--- src/rtl/instr_encoder_if.sv ---
// instr_encoder_if: program-load request/response bundle between a host and instr_encoder.
interface instr_encoder_if #(parameter int AW = 8);
  logic          start;
  logic          in_valid;
  logic          in_ready;
  logic [1:0]    kind;
  logic [3:0]    alu_op;
  logic          immed;
  logic [2:0]    reg_out;
  logic [2:0]    reg_a;
  logic [2:0]    reg_b;
  logic [4:0]    imm;
  logic [15:0]   instr;
  logic [AW-1:0] instr_addr;
  logic          instr_we;
  logic          done;
  logic          err;
  modport master (
    output start, in_valid, kind, alu_op, immed, reg_out, reg_a, reg_b, imm,
    input  in_ready, instr, instr_addr, instr_we, done, err
  );
  modport slave (
    input  start, in_valid, kind, alu_op, immed, reg_out, reg_a, reg_b, imm,
    output in_ready, instr, instr_addr, instr_we, done, err
  );
endinterface

--- src/rtl/instr_encoder.sv ---
// instr_encoder: packs decoded fields into 16-bit words and writes them to sequential addresses.
// Define INSTR_ENCODER_CHECK_EN to flag illegal ALU requests on err instead of encoding them as 5'h1f.
module instr_encoder #(
  parameter int DEPTH = 256,
  parameter int AW    = 8
) (
  input logic            CLK,
  input logic            reset,
  instr_encoder_if.slave bus
);
  typedef enum logic [1:0] {IDLE, WRITE, FULL} state_t;
  state_t        state, state_nx;
  logic [15:0]   instr_q;
  logic [AW-1:0] addr_q;
  logic [4:0]    alu_code, opcode;
  logic          is_alu, alu_bad, bad, imm_form, accept, last;
  logic [15:0]   word;
  always_comb begin
    is_alu   = bus.kind == 2'd0;
    alu_bad  = bus.alu_op == 4'd0 || bus.alu_op > 4'd10 || (bus.immed && bus.alu_op >= 4'd8);
    alu_code = (bus.immed || bus.alu_op >= 4'd8) ? {1'b0, bus.alu_op} + 5'd6 : {1'b0, bus.alu_op} - 5'd1;
    imm_form = is_alu && bus.immed;
`ifdef INSTR_ENCODER_CHECK_EN
    bad      = is_alu && alu_bad;
    opcode   = is_alu ? alu_code : 5'd16 + {3'b000, bus.kind};
`else
    bad      = 1'b0;
    opcode   = !is_alu ? 5'd16 + {3'b000, bus.kind} : alu_bad ? 5'h1f : alu_code;
`endif
    word     = {bus.reg_out, bus.reg_a, imm_form ? bus.imm : {bus.reg_b, 2'b00}, opcode};
  end
  assign accept = bus.in_valid && state == IDLE;
  assign last   = addr_q == AW'(DEPTH - 1);
  always_comb begin
    state_nx = bus.start ? IDLE :
               state == IDLE ? ((accept && !bad) ? WRITE : IDLE) :
               state == WRITE ? (last ? FULL : IDLE) : FULL;
  end
  always_ff @(posedge CLK or posedge reset) begin
    if (reset) state <= IDLE;
    else       state <= state_nx;
  end
  always_ff @(posedge CLK or posedge reset) begin
    if (reset) begin
      instr_q <= '0;
      addr_q  <= '0;
    end else if (bus.start) begin
      addr_q  <= '0;
    end else begin
      if (accept && !bad) instr_q <= word;
      if (state == WRITE && !last) addr_q <= addr_q + AW'(1);
    end
  end
`ifdef INSTR_ENCODER_CHECK_EN
  logic err_q;
  always_ff @(posedge CLK or posedge reset) begin
    if (reset)             err_q <= 1'b0;
    else if (bus.start)    err_q <= 1'b0;
    else if (accept && bad) err_q <= 1'b1;
  end
  assign bus.err = err_q;
`else
  assign bus.err = 1'b0;
`endif
  assign bus.in_ready   = state == IDLE;
  assign bus.instr_we   = state == WRITE;
  assign bus.done       = state == FULL;
  assign bus.instr      = instr_q;
  assign bus.instr_addr = addr_q;
endmodule

--- src/flat_wrapper.sv ---
// flat-port wrapper written by rule: the top's interface ports become plain ports
module instr_encoder_flat 
#(
  parameter int DEPTH = 256,
  parameter int AW    = 8
)
  (CLK, reset, bus_start, bus_in_valid, bus_kind, bus_alu_op, bus_immed, bus_reg_out, bus_reg_a, bus_reg_b, bus_imm, bus_in_ready, bus_instr, bus_instr_addr, bus_instr_we, bus_done, bus_err);
  instr_encoder_if #(.AW(AW)) bus_i ();
  input logic CLK;
  input logic reset;
  input wire logic [$bits(bus_i.start)-1:0] bus_start;
  input wire logic [$bits(bus_i.in_valid)-1:0] bus_in_valid;
  input wire logic [$bits(bus_i.kind)-1:0] bus_kind;
  input wire logic [$bits(bus_i.alu_op)-1:0] bus_alu_op;
  input wire logic [$bits(bus_i.immed)-1:0] bus_immed;
  input wire logic [$bits(bus_i.reg_out)-1:0] bus_reg_out;
  input wire logic [$bits(bus_i.reg_a)-1:0] bus_reg_a;
  input wire logic [$bits(bus_i.reg_b)-1:0] bus_reg_b;
  input wire logic [$bits(bus_i.imm)-1:0] bus_imm;
  output wire logic [$bits(bus_i.in_ready)-1:0] bus_in_ready;
  output wire logic [$bits(bus_i.instr)-1:0] bus_instr;
  output wire logic [$bits(bus_i.instr_addr)-1:0] bus_instr_addr;
  output wire logic [$bits(bus_i.instr_we)-1:0] bus_instr_we;
  output wire logic [$bits(bus_i.done)-1:0] bus_done;
  output wire logic [$bits(bus_i.err)-1:0] bus_err;
  assign bus_i.start = bus_start;
  assign bus_i.in_valid = bus_in_valid;
  assign bus_i.kind = bus_kind;
  assign bus_i.alu_op = bus_alu_op;
  assign bus_i.immed = bus_immed;
  assign bus_i.reg_out = bus_reg_out;
  assign bus_i.reg_a = bus_reg_a;
  assign bus_i.reg_b = bus_reg_b;
  assign bus_i.imm = bus_imm;
  assign bus_in_ready = bus_i.in_ready;
  assign bus_instr = bus_i.instr;
  assign bus_instr_addr = bus_i.instr_addr;
  assign bus_instr_we = bus_i.instr_we;
  assign bus_done = bus_i.done;
  assign bus_err = bus_i.err;
  instr_encoder #(.DEPTH(DEPTH), .AW(AW)) u_core (.CLK(CLK), .reset(reset), .bus(bus_i));
endmodule
--- config.mk ---
export PLATFORM = sky130hd
export DESIGN_NAME = instr_encoder_flat
export DESIGN_NICKNAME = d
export VERILOG_FILES = /design/src/rtl/instr_encoder_if.sv /design/src/rtl/instr_encoder.sv /design/src/flat_wrapper.sv
export SDC_FILE = /design/constraint.sdc
export NUM_CORES = 1
export LEC_CHECK = 0
export ABC_AREA = 1
export CAP_MARGIN = 0
export CORE_MARGIN = 5
export CORE_UTILIZATION = 49
export CTS_BUF_LIST = sky130_fd_sc_hd__clkbuf_2 sky130_fd_sc_hd__clkbuf_4 sky130_fd_sc_hd__clkbuf_8
export CTS_CLUSTER_SIZE = 20
export DETAILED_ROUTE_END_ITERATION = 10
export HOLD_SLACK_MARGIN = 0.1
export PLACE_DENSITY_LB_ADDON = 0.1
export SYNTH_ARGS = -nofsm -noshare
export SYNTH_HDL_FRONTEND = slang
export SYNTH_SLANG_ARGS = --single-unit
--- constraint.sdc ---
create_clock -name CLK -period 2.95 [get_ports CLK]
set_input_delay 0.4425 -clock CLK [delete_from_list [all_inputs] [get_ports CLK]]
set_output_delay 0.4425 -clock CLK [all_outputs]
set_load 0.05 [all_outputs]
==> results_dict.tcl, run 1 <==
set metrics [dict create \
    outcome "finished clean" \
    die_w_um 64.52 \
    fmax_mhz 446.6 \
    globalplace.congestion 0.8353 \
    drv_slew 0 \
    rsz0062_at_grt "no" \
    setup-tns-final_ns 0 \
    top_layer "met4" \
    antenna_found_initial 0 \
    critPathMaxStageDelay_ns 0.84 \
    vias 1370 \
    power.density_nw_per_um2 510.4 \
    avgSynthCellArea_um2 7.706 \
    cp.required_ns 2.51 \
    first_pass_iters 4 \
    path_cells "nor2_2 -> clkdlybuf4s50_1" \
    skew_ns 0.005073 \
    ant_nets 0 \
    syn_nets 219 \
    nNetsFinal 271 \
    via_per_inst 5.055 \
    io_pins 53 \
    port_buffers 51 \
    wl_met1_um 1491 \
    yosysSeqAreaShare_pct 44.67 \
    hold_viol_final 0 \
    maxCapViolCount 0 \
    critPathLaunchType "flop" \
    postSynth.asyncResetShare_pct 100.0 \
    yosys.area.top_type "dfrtp_1" \
    overflow 0 \
    dp_slack_ns 0.8612 \
    routed-wl-met3_um 163 \
    post-route-period-util_pct 75.90 \
    p_leak_nw 0.9872 \
    yosys-top-cells-area "dfrtp_1 45%, nand2_1 17%, ha_1 4.3%" \
    grt_usage_pct 18.06 \
    setup_slack_ns 0.7108 \
    holdWs_ns 0.5000 \
    drtIter0Drc 77 \
    r2r_cells 6 \
    remaining_drc_errors 0 \
    clk_latency_ns 0.32 \
    post-route-util_pct 72.35 \
    ys_types 28 \
    cp-end-kind "output pin" \
    cp_max_fo 3 \
    yosysMostFrequentCell "nand2_1" \
    cts_tree "done" \
    coreArea_um2 2805 \
    antenna_cells 0 \
    first_global_vias 1389 \
    critPathLaunch "u_core.state[1]$_DFF_PP0_" \
    syn_area_um2 1456 \
    finalCriticalPeriod_ns 2.239 \
    hp-class "reg -> reg" \
    synth_edf_count 0 \
    cts.hold.buffers_added 0 \
    critPathTopFamily "buffers and inverters" \
    worst-setup-path-type "reg -> out" \
    syn_to_final_growth_pct 39.35 \
    r2r_start "u_core.state[1]$_DFF_PP0_" \
    grt_pass1_wl_um 6134 \
    syn_inst 189 \
    rrSetupSlack_ns 1.35 \
    tightestPinTransition_ns 0.9389 \
    routed_wirelength_um 3526 \
    fp.dieArea_um2 4163 \
    ys_ff_latch 26 \
    synth_commonest_cells "67 x nand2_1, 26 x dfrtp_1, 16 x inv_1, 15 x nor2_1, 12 x nand3_1" \
    clock_sinks 26 \
    drive_above_1_share_pct 9.167 \
    cts_resized 0 \
    h-tree-depth 1 \
    hp-start "u_core.bus.instr[14]$_DFFE_PP0P_" \
    dr_wl_met2_um 1845 \
    initial_core_util_pct 51.92 \
    avgRoutedWirePerCell_um 13.01 \
    hold_path_end "u_core.bus.instr[14]$_DFFE_PP0P_" \
    rows 19 \
    cts_made_buffers 3 \
    reg2reg_to "u_core.bus.instr[1]$_DFFE_PP0P_" \
    dp_hpwl_um 2829 \
    clk_path_buf_depth 2 \
    arrival_ns 1.80 \
    slew_headroom_pct 37.34 \
    irDropWorstVdd_v 0.0003057 \
    yosysWarnings 0 \
    die_h_um 64.52 \
    setup_viol 0 \
    ctsRootBufferMaster "clkbuf_4" \
    crit_path_top_delay_cell "clkdlybuf4s50_1" \
    synth_top_area_share_pct 44.67 \
    grt_max_degree 27 \
    yosys_most_used_dff "dfrtp_1" \
    critical_path_buf_inv_count 1 \
    post_cts_buffers 0 \
    cts.clk_slew.worst_paths_ns 0.15 \
    hold_path_depth 2 \
]
metal layers:
| layer | GRT usage [%] | up-vias |
|---|---|---|
| li1 | - | 694 |
| met2 | 34.28 | 35 |
| met4 | 4.222 | 0 |
| met5 | 0 | - |
| met1 | 21.19 | 637 |
| met3 | 2.936 | 4 |
where the power goes:
part | leakage (nW) | switching, mW | internal, mW
combinational | 0.625 | 0.242 | 0.130
clock | 0.0279 | 0.107 | 0.137
sequential | 0.334 | 0.0248 | 0.395
total | 0.987 | 0.373 | 0.663
sequential cells by signal (all words and copies together) (netlist names):
name                   flops
u_core.state               2
u_core.bus.instr          16
u_core.bus.instr_addr      8
layout by cell type, fill, tap and decap left out, drive strengths merged:
master,instances
nand2,69
o22ai,1
dfrtp,26
nor2,21
inv,20
xor2,2
clkbuf,3
or2,2
a21boi,1
ha,5
and2,2
clkdlybuf4s50,51
a21oi,5
o21ai,12
bufinv,1
nand3,13
nor3,2
nand4,3
conb,1
worst max-delay path by stage:
stage | endpoint | depth (start not counted)
final | bus_in_ready | 2
after global routing | bus_in_ready | 2
after CTS | bus_in_ready | 2
after detailed placement | u_core.bus.instr[1]$_DFFE_PP0P_ | 7
after global placement | u_core.bus.instr[4]$_DFFE_PP0P_ | 7
after floorplan | u_core.bus.instr_addr[2]$_DFFE_PP0P_ | 7
per-stage QoR:
| step | std cells | power, mW | area, um^2 |
|---|---|---|---|
| 3_5_place_dp | 267 | 0.8002 | 1977 |
| 3_3_place_gp | 267 | 0.7933 | 1977 |
| 5_1_grt | 271 | 1.090 | 2029 |
| 6_report | 271 | 1.036 | 2029 |
| 4_1_cts | 271 | 1.043 | 2029 |
| 2_1_floorplan | 189 | 0.6597 | 1456 |
layout make-up:
type	count	area, um^2
fill	217	775.7
multi-input combinational	139	699.4
sequential	26	650.6
timing repair buffer	51	510.5
inverter	20	77.57
tap	31	38.79
clock inverter	1	30.03
clock buffer	3	22.52
cell families after synthesis:
logic type	Yosys count	share of synthesized area (%)
buffers and inverters	24	7.303
XOR/XNOR	2	1.203
adder cells (fa/ha/maj)	5	4.296
flip-flops	26	44.67
AND/OR/NAND/NOR	112	34.45
other	1	0.2575
AO/OA/AOI/OAI	19	7.819
worst register-to-register path: cells and delay by family, from the launching register on:
family	cells	cell delay, ns
AOI/OAI and AO/OA	1	0.11
buffers and inverters	1	0.26
DFF	1	0.44
and+or+nand+nor	4	0.68
No activity file was read; power rests on OpenSTA's default activity.
==> run 2, diff against run 1 <==
--- a/config.mk
+++ b/config.mk
@@ -8,7 +8,7 @@
 export ABC_AREA = 1
 export CAP_MARGIN = 0
 export CORE_MARGIN = 5
-export CORE_UTILIZATION = 49
+export CORE_UTILIZATION = 46
 export CTS_BUF_LIST = sky130_fd_sc_hd__clkbuf_2 sky130_fd_sc_hd__clkbuf_4 sky130_fd_sc_hd__clkbuf_8
 export CTS_CLUSTER_SIZE = 20
 export DETAILED_ROUTE_END_ITERATION = 10
==> constraint.sdc (replaced) <==
create_clock -name CLK -period 2.1 [get_ports CLK]
set_input_delay 0.315 -clock CLK [delete_from_list [all_inputs] [get_ports CLK]]
set_output_delay 0.315 -clock CLK [all_outputs]
set_load 0.05 [all_outputs]
==> run 2 against run 1 <==
Net effect: clock skew rose by 0.0085 ns; register-to-register slack got worse by 0.69 ns; clock-buffer cell count unchanged; worst setup slack lost 0.59 ns; final area grew 1.6%; combinational power up 41%; first-iteration DRC count is 6.5% lower; highest routed layer unchanged.
==> results_dict.tcl, run 2 (synthesis gave the netlist of run 1 again) <==
set metrics [dict create \
    io_pins 53 \
    slew_headroom_pct 65.94 \
    clock_sinks 26 \
    cts.clk_slew.worst_paths_ns 0.15 \
    critPathMaxStageDelay_ns 0.81 \
    dp_hpwl_um 2909 \
    avgRoutedWirePerCell_um 12.78 \
    initial_core_util_pct 47.70 \
    largest_reg_flops 16 \
    post-route-period-util_pct 94.26 \
    worst-setup-path-type "reg -> out" \
    drive_above_1_share_pct 9.917 \
    finalCriticalPeriod_ns 1.979 \
    cp_max_fo 3 \
    total_power_mw 1.459 \
    final_common_cell "nand2_1" \
    clk_path_buf_depth 2 \
    maxCapViolCount 0 \
    setup_viol 0 \
    dp_slack_ns 0.2557 \
    fmax_mhz 505.2 \
    hold_viol_final 0 \
    p_leak_nw 1.012 \
    via_per_inst 4.976 \
    first_global_vias 1361 \
    irDropWorstVdd_v 0.0004597 \
    vias 1423 \
    coreArea_um2 3053 \
    routed_wirelength_um 3655 \
    rrSetupSlack_ns 0.66 \
    final_cell_mix "67 x nand2_1, 49 x clkdlybuf4s50_1, 26 x dfrtp_1" \
    remaining_drc_errors 0 \
    critPathLaunchType "flop" \
    setup-tns-final_ns 0 \
    cp-end-kind "output pin" \
    multi_input_area_um2 699.4 \
    cts.hold.buffers_added 0 \
    grt_usage_pct 18.02 \
    syn_to_final_growth_pct 41.58 \
    ctsRootBufferMaster "clkbuf_4" \
    overflow 0 \
    port_buffers 51 \
    cts_made_buffers 3 \
    h-tree-depth 1 \
    ant_nets 0 \
    path_cells "inv_1 -> nor2_1 -> clkdlybuf4s50_1" \
    rows 20 \
    drtIter0Drc 72 \
    outcome "finished clean" \
    hp-class "in -> async" \
    cts_tree "done" \
    die_h_um 66.27 \
    first_pass_iters 4 \
    fp.dieArea_um2 4391 \
    crit_path_top_delay_cell "clkdlybuf4s50_1" \
    die_w_um 66.27 \
    seqCellArea_um2 650.6 \
    r2r_cells 7 \
    grt_pass1_wl_um 6223 \
    clk_latency_ns 0.32 \
    tightestPinTransition_ns 0.5094 \
    cp.required_ns 1.78 \
    antenna_found_initial 0 \
    post-route-util_pct 67.54 \
    skew_ns 0.01360 \
    setup_slack_ns 0.1206 \
    nNetsFinal 273 \
    grt_max_degree 27 \
    rsz0062_at_grt "no" \
    arrival_ns 1.66 \
    antenna_cells 0 \
    power.density_nw_per_um2 707.4 \
    globalplace.congestion 0.9037 \
    drv_slew 0 \
    fill_cells 282 \
]
run 2: cell count changes in the layout (fill, tap and decap cells not counted):
cell             change
buf_4                +2
clkdlybuf4s50_1      -2
dlygate4sd2_1        +1
dlymetal6s2s_1       +1
run 2: worst paths after layout:
kind	start	endpoint
setup / recovery	u_core.state[1]$_DFF_PP0_	bus_done
hold / removal	reset	u_core.bus.instr[15]$_DFFE_PP0P_
setup reg to reg	u_core.bus.instr_addr[0]$_DFFE_PP0P_	u_core.bus.instr_addr[4]$_DFFE_PP0P_
hold reg to reg	u_core.bus.instr[11]$_DFFE_PP0P_	u_core.bus.instr[11]$_DFFE_PP0P_
max in group asynchronous	reset	u_core.bus.instr_addr[6]$_DFFE_PP0P_
min in group CLK	bus_reg_a[1]	u_core.bus.instr[11]$_DFFE_PP0P_
run 2: critical path: cells and delay by family (launching register included):
family,cells,cell delay (ns)
buf+inv,2,0.86
flops,1,0.42
simple gates,1,0.08
run 2: routing by layer:
metal	part of all wire, %	track usage [%]	up-vias
met2	52	31.60	51
met5	0	0	-
li1	-	-	700
met3	5.1	4.592	6
met4	1.1	4.315	0
met1	42	21.87	666
run 2: layout make-up:
| type | instances | share of cell area (%) |
|---|---|---|
| multi-input combinational | 139 | 33.92 |
| sequential | 26 | 31.55 |
| timing repair buffer | 53 | 25.55 |
| inverter | 20 | 3.762 |
| tap | 44 | 2.670 |
| clock inverter | 1 | 1.456 |
| clock buffer | 3 | 1.092 |
run 2: report_power, final:
| part | internal (mW) | switching, mW | total, mW | leakage, nW |
|---|---|---|---|---|
| Sequential | 0.555 | 0.0365 | 0.592 | 0.334 |
| Combinational | 0.184 | 0.341 | 0.526 | 0.650 |
| Clock | 0.193 | 0.148 | 0.341 | 0.0279 |
| Total | 0.933 | 0.526 | 1.46 | 1.01 |
run 2: stage by stage:
stage | cells | hold WS, ns | area (um^2)
2_1_floorplan | 189 | 0.3550 | 1456
3_3_place_gp | 282 | 0.4624 | 2008
3_5_place_dp | 282 | 0.4730 | 2008
4_1_cts | 286 | 0.3220 | 2059
5_1_grt | 286 | 0.3500 | 2062
6_report | 286 | 0.3180 | 2062
run 2: what timing repair did:
action	CTS	global route
setup buffers	0	0
setup endpoints to repair	1	1
resized for setup	1	1
==> RTL edit 1, RTL diff (config.mk and constraints of run 2) <==
`AW` is set to 8 in 3 places; all go to 7.
--- a/src/rtl/instr_encoder_if.sv
+++ b/src/rtl/instr_encoder_if.sv
@@ -1,5 +1,5 @@
 // instr_encoder_if: program-load request/response bundle between a host and instr_encoder.
-interface instr_encoder_if #(parameter int AW = 8);
+interface instr_encoder_if #(parameter int AW = 7);
   logic          start;
   logic          in_valid;
   logic          in_ready;
--- a/src/rtl/instr_encoder.sv
+++ b/src/rtl/instr_encoder.sv
@@ -2,7 +2,7 @@
 // Define INSTR_ENCODER_CHECK_EN to flag illegal ALU requests on err instead of encoding them as 5'h1f.
 module instr_encoder #(
   parameter int DEPTH = 256,
-  parameter int AW    = 8
+  parameter int AW    = 7
 ) (
   input logic            CLK,
   input logic            reset,
--- a/src/flat_wrapper.sv
+++ b/src/flat_wrapper.sv
@@ -2,7 +2,7 @@
 module instr_encoder_flat 
 #(
   parameter int DEPTH = 256,
-  parameter int AW    = 8
+  parameter int AW    = 7
 )
   (CLK, reset, bus_start, bus_in_valid, bus_kind, bus_alu_op, bus_immed, bus_reg_out, bus_reg_a, bus_reg_b, bus_imm, bus_in_ready, bus_instr, bus_instr_addr, bus_instr_we, bus_done, bus_err);
   instr_encoder_if #(.AW(AW)) bus_i ();
Interface: changed (resized bus_instr_addr); port bits go from 53 to 52. The function was not compared with the original's and may differ.
==> RTL edit 1 against run 2 <==
- sequential share of layout area up 1.4 points
- wire length fell by 11%
- design area decreased by 7.9%
- setup slack improved by 0.0091 ns
- sequential cell count is 1 lower
- non-clock buffer count decreased by 2
- synthesized area fell by 7.0%
- total power down 10%
- utilization rose by 0.75 points
- critical endpoint is now bus_instr_addr[2]
==> RTL edit 1: results (changes against run 2) <==
Routing
  – Via/cell ratio: 5.07 (was 4.98)
  – Post-Route WL: 3240 um (was 3660 um)
  – Wire per inst: 12.7 um (was 12.8 um)

Place
  – Final HPWL DP: 2520 um (was 2910 um)
  – Setup WS pre-CTS: 0.246 ns (was 0.256 ns)
  – RD Place Congestion: 0.983 (was 0.904)

Logic synthesis
  – Synth cell types: 26 (was 28)
  – Yosys top cell area share: 46.2% (was 44.7%)
  – Syn nets: 202 (was 219)
  – Register area share after synthesis: 46.2% (was 44.7%)
  – Synth Instances: 172 (was 189)
  – Commonest cells in the netlist: 57 x nand2_1, 25 x dfrtp_1, 16 x inv_1, 16 x nor2_1, 13 x nand3_1 (was 67 x nand2_1, 26 x dfrtp_1, 16 x inv_1, 15 x nor2_1, 12 x nand3_1)

Pwr
  – Clock share of power: 16.8% (was 23.4%)
  – VDD IR max: 0.000595 V (was 0.000460 V)
  – Pwr per Cell Area: 691 nW/um2 (was 707 nW/um2)
  – Switching power: 0.524 mW (was 0.526 mW)
  – Comb power frac: 39.6% (was 36.0%)
  – Leakage power total: 0.940 nW (was 1.01 nW)

Timing
  – Clock skew: 0.0166 ns (was 0.0136 ns)
  – WHS: 0.320 ns (was 0.318 ns)
  – Period utilisation layout: 93.8% (was 94.3%)
  – Worst-margin pin slew: 0.518 ns (was 0.509 ns)

Cells and area
  – Finished Core Util: 68.3% (was 67.5%)
  – Share of post-route cells with drive strength above 1: 7.14% (was 9.92%)
  – Fill count: 248 (was 282)
  – Layout net count: 255 (was 273)

Global route
  – M3 GR Usage: 3.85% (was 4.59%)
  – M1 GR Usage: 18.5% (was 21.9%)
  – Largest net degree at the start of global routing: 26 (was 27)
  – Overall routing resource usage: 16.4% (was 18.0%)
  – Global-route wire length before repair: 5550 um (was 6220 um)
  – M2 GR Usage: 31.3% (was 31.6%)

Worst setup path
  – Worst-path fanout max: 6 (was 3)
  – End point of the critical path: bus_instr_addr[2] (was bus_done)
  – Worst Setup SP: u_core.bus.instr_addr[2]$_DFFE_PP0P_ (was u_core.state[1]$_DFF_PP0_)
  – Worst r2r src: u_core.state[1]$_DFF_PP0_ (was u_core.bus.instr_addr[0]$_DFFE_PP0P_)
  – FF-to-FF path depth: 6 (was 7)
  – Worst flop-to-flop path endpoint: u_core.bus.instr[1]$_DFFE_PP0P_ (was u_core.bus.instr_addr[4]$_DFFE_PP0P_)

Status
  – Outcome: finished clean (unchanged)
RTL edit 1: layer usage:
| layer | vias up | routed length [um] |
|---|---|---|
| li1 | 642 | - |
| met1 | 619 | 1280 |
| met2 | 31 | 1780 |
| met3 | 2 | 170 |
| met4 | 0 | 13 |
| met5 | - | 0 |
RTL edit 1: cell type report:
type | instances | share of cell area, %
multi-input combinational | 125 | 33.0
sequential | 25 | 32.9
timing repair buffer | 51 | 26.6
inverter | 19 | 3.95
tap | 31 | 2.04
clock buffer | 3 | 1.19
clock inverter | 1 | 0.264
RTL edit 1: kinds of logic after synthesis:
logic type               Yosys count  synth area share, %
AO/OA/AOI/OAI                     20                 7.85
XOR/XNOR                           4                 2.59
adder cells (fa/ha/maj)            5                 4.62
buffers and inverters             22                 7.57
flip-flops                        25                 46.2
other                              1                0.277
AND/OR/NAND/NOR                   95                 30.9
RTL edit 1: timing repair:
item / in CTS / in global routing
setup buffers: 0 / 0
endpoints found under the setup margin: 0 / 1
resized for setup: 0 / 1
==> RTL edit 2, RTL diff (config.mk and constraints of run 2) <==
Without the edit above. The 3 states of `state_t` get a one-hot encoding in 3 bits.
--- a/src/rtl/instr_encoder.sv
+++ b/src/rtl/instr_encoder.sv
@@ -8,7 +8,7 @@
   input logic            reset,
   instr_encoder_if.slave bus
 );
-  typedef enum logic [1:0] {IDLE, WRITE, FULL} state_t;
+  typedef enum logic [2:0] {IDLE = 3'b001, WRITE = 3'b010, FULL = 3'b100} state_t;
   state_t        state, state_nx;
   logic [15:0]   instr_q;
   logic [AW-1:0] addr_q;
Behaviour: no difference found for any inputs over 10 cycles, from zero or initial values and one cycle with reset high; not proved beyond that.
==> RTL edit 2 against run 2 <==
- worst hold slack improved by 0.018 ns
- critical endpoint is now bus_instr_addr[4]
- wire length fell by 12%
- synthesized cell count rose by 4.2%
- sequential cell count rose by 1
- clock skew decreased by 0.0089 ns
- setup slack improved by 0.048 ns
- largest cell class unchanged
- design area decreased by 0.61%
- sequential power increased by 7.4%
- total power increased by 2.0%
- largest power group unchanged
- fmax increased by 2.5%
- utilization down 0.41 points
- synthesized area increased by 1.1%
==> RTL edit 2: results (changes against run 2) <==
Status
  – Outcome: finished clean (unchanged)

Clock network
  – Bufs on Longest Clock Path: 2 (unchanged)

Worst setup path
  – Reg-to-reg setup timing slack: 0.61 ns (was 0.66 ns)
  – Worst EP arrival: 1.62 ns (was 1.66 ns)
  – Worst Setup SP: u_core.bus.instr_addr[4]$_DFFE_PP0P_ (was u_core.state[1]$_DFF_PP0_)
  – Worst r2r src: u_core.state[0]$_DFF_PP1_ (was u_core.bus.instr_addr[0]$_DFFE_PP0P_)
  – Worst-path fanout max: 5 (was 3)

Logic synthesis
  – Ranking of synthesized cells by area: dfrtp_1 44%, nand2_1 18%, nor2_1 5.9% (was dfrtp_1 45%, nand2_1 17%, ha_1 4.3%)
  – Commonest cells in the netlist: 69 x nand2_1, 26 x dfrtp_1, 23 x nor2_1, 17 x inv_1 (was 67 x nand2_1, 26 x dfrtp_1, 16 x inv_1, 15 x nor2_1, 12 x nand3_1)
  – Post-synthesis compound-gate area fraction: 10.2% (was 7.82%)
  – Syn nets: 227 (was 219)
  – Synth cell types: 24 (was 28)
  – Register area share after synthesis: 46.0% (was 44.7%)
  – XOR/XNOR Fraction of Synth Area: 1.78% (was 1.20%)

Cells and area
  – Share of post-route cells with drive strength above 1: 7.20% (was 9.92%)
  – Fill count: 288 (was 282)
  – Ant. Diodes: 0 (unchanged)
  – Layout net count: 281 (was 273)

Timing
  – Clock skew: 0.00469 ns (was 0.0136 ns)
  – WHS: 0.336 ns (was 0.318 ns)
  – Relative slew slack: 65.3% (was 65.9%)

Place
  – Final HPWL DP: 2620 um (was 2910 um)
  – RD Place Congestion: 0.930 (was 0.904)
  – Number of buffers added on ports: 51 (unchanged)

Routing
  – Wire per inst: 11.0 um (was 12.8 um)
  – Initial DRC count: 80 (was 72)
  – Via/cell ratio: 4.72 (was 4.98)

Pwr
  – VDD IR max: 0.000368 V (was 0.000460 V)

Global route
  – Overall routing resource usage: 16.4% (was 18.0%)
  – Global-route wire length before repair: 5640 um (was 6220 um)
  – Vias in the first global route: 1293 (was 1361)
  – Largest net degree at the start of global routing: 28 (was 27)
RTL edit 2: cell count changes after synthesis, sizes merged, moves of 2 or more:
| cell | run 2 | this run |
|---|---|---|
| xnor2 | 0 | 2 |
| nand2 | 69 | 71 |
| or2 | 2 | 0 |
| nand4 | 3 | 0 |
| a21oi | 5 | 9 |
| nor3 | 2 | 4 |
| nand3 | 13 | 11 |
| o21ai | 12 | 18 |
| nor2 | 21 | 24 |
| and2 | 2 | 0 |
RTL edit 2: per-stage QoR:
stage / total power, mW / utilization (%) / cell area, um2 / std cells / setup WS [ns]
floorplan: 1.04 / - / 1470 / 197 / 0.331
global placement: 1.28 / 66.1 / 2020 / 290 / 0.291
detailed placement: 1.28 / 66.1 / 2020 / 290 / 0.250
CTS: 1.51 / 67.0 / 2050 / 294 / 0.0432
global route: 1.58 / 67.1 / 2050 / 294 / 0.101
finish: 1.49 / 67.1 / 2050 / 294 / 0.168
RTL edit 2: repair_timing:
item / in CTS / in global routing
setup endpoints to repair: 0 / 1
buffers inserted: 0 / 0
resized for setup: 0 / 1
RTL edit 2: final cells by class:
class                   instances  area (um2)  area share [%]
clock buffers                   3        22.5            1.10
clock inverters                 1        7.51           0.366
inverters                      20        75.1            3.66
multi-input cells             147         697            34.0
flip-flops and latches         27         677            33.0
well taps                      44        55.1            2.69
repair buffers                 52         515            25.2
RTL edit 2: where the power goes:
group / leakage, nW / switching [mW] / internal [mW]
Sequential: 0.345 / 0.0413 / 0.595
Clock: 0.0139 / 0.151 / 0.0726
Combinational: 0.612 / 0.412 / 0.216
Total: 0.971 / 0.604 / 0.883
RTL edit 2: routing by layer:
layer	wire length, um	track usage (%)	vias to the layer above
li1	-	-	732
met1	1390	20.0	619
met2	1660	30.4	34
met3	140	1.01	2
met4	27	5.33	0
met5	0	0	-
RTL edit 2: final timing paths:
path	to	cells after the start
max	bus_instr_addr[4]	1
min	u_core.bus.instr[15]$_DFFE_PP0P_	3
max reg2reg	u_core.bus.instr[8]$_DFFE_PP0P_	6
min reg2reg	u_core.bus.instr[2]$_DFFE_PP0P_	2
max in group asynchronous	u_core.state[0]$_DFF_PP1_	3
min in group CLK	u_core.bus.instr[2]$_DFFE_PP0P_	2
RTL edit 2: logic make-up (layout without fill, tap and decap cells):
logic type      count (synthesis)  in the layout
xor+xnor                        3              3
fa+ha+maj                       5              5
buf+inv                        23             76
simple gates                  110            110
other cells                     1              1
flops                          27             27
compound gates                 28             28
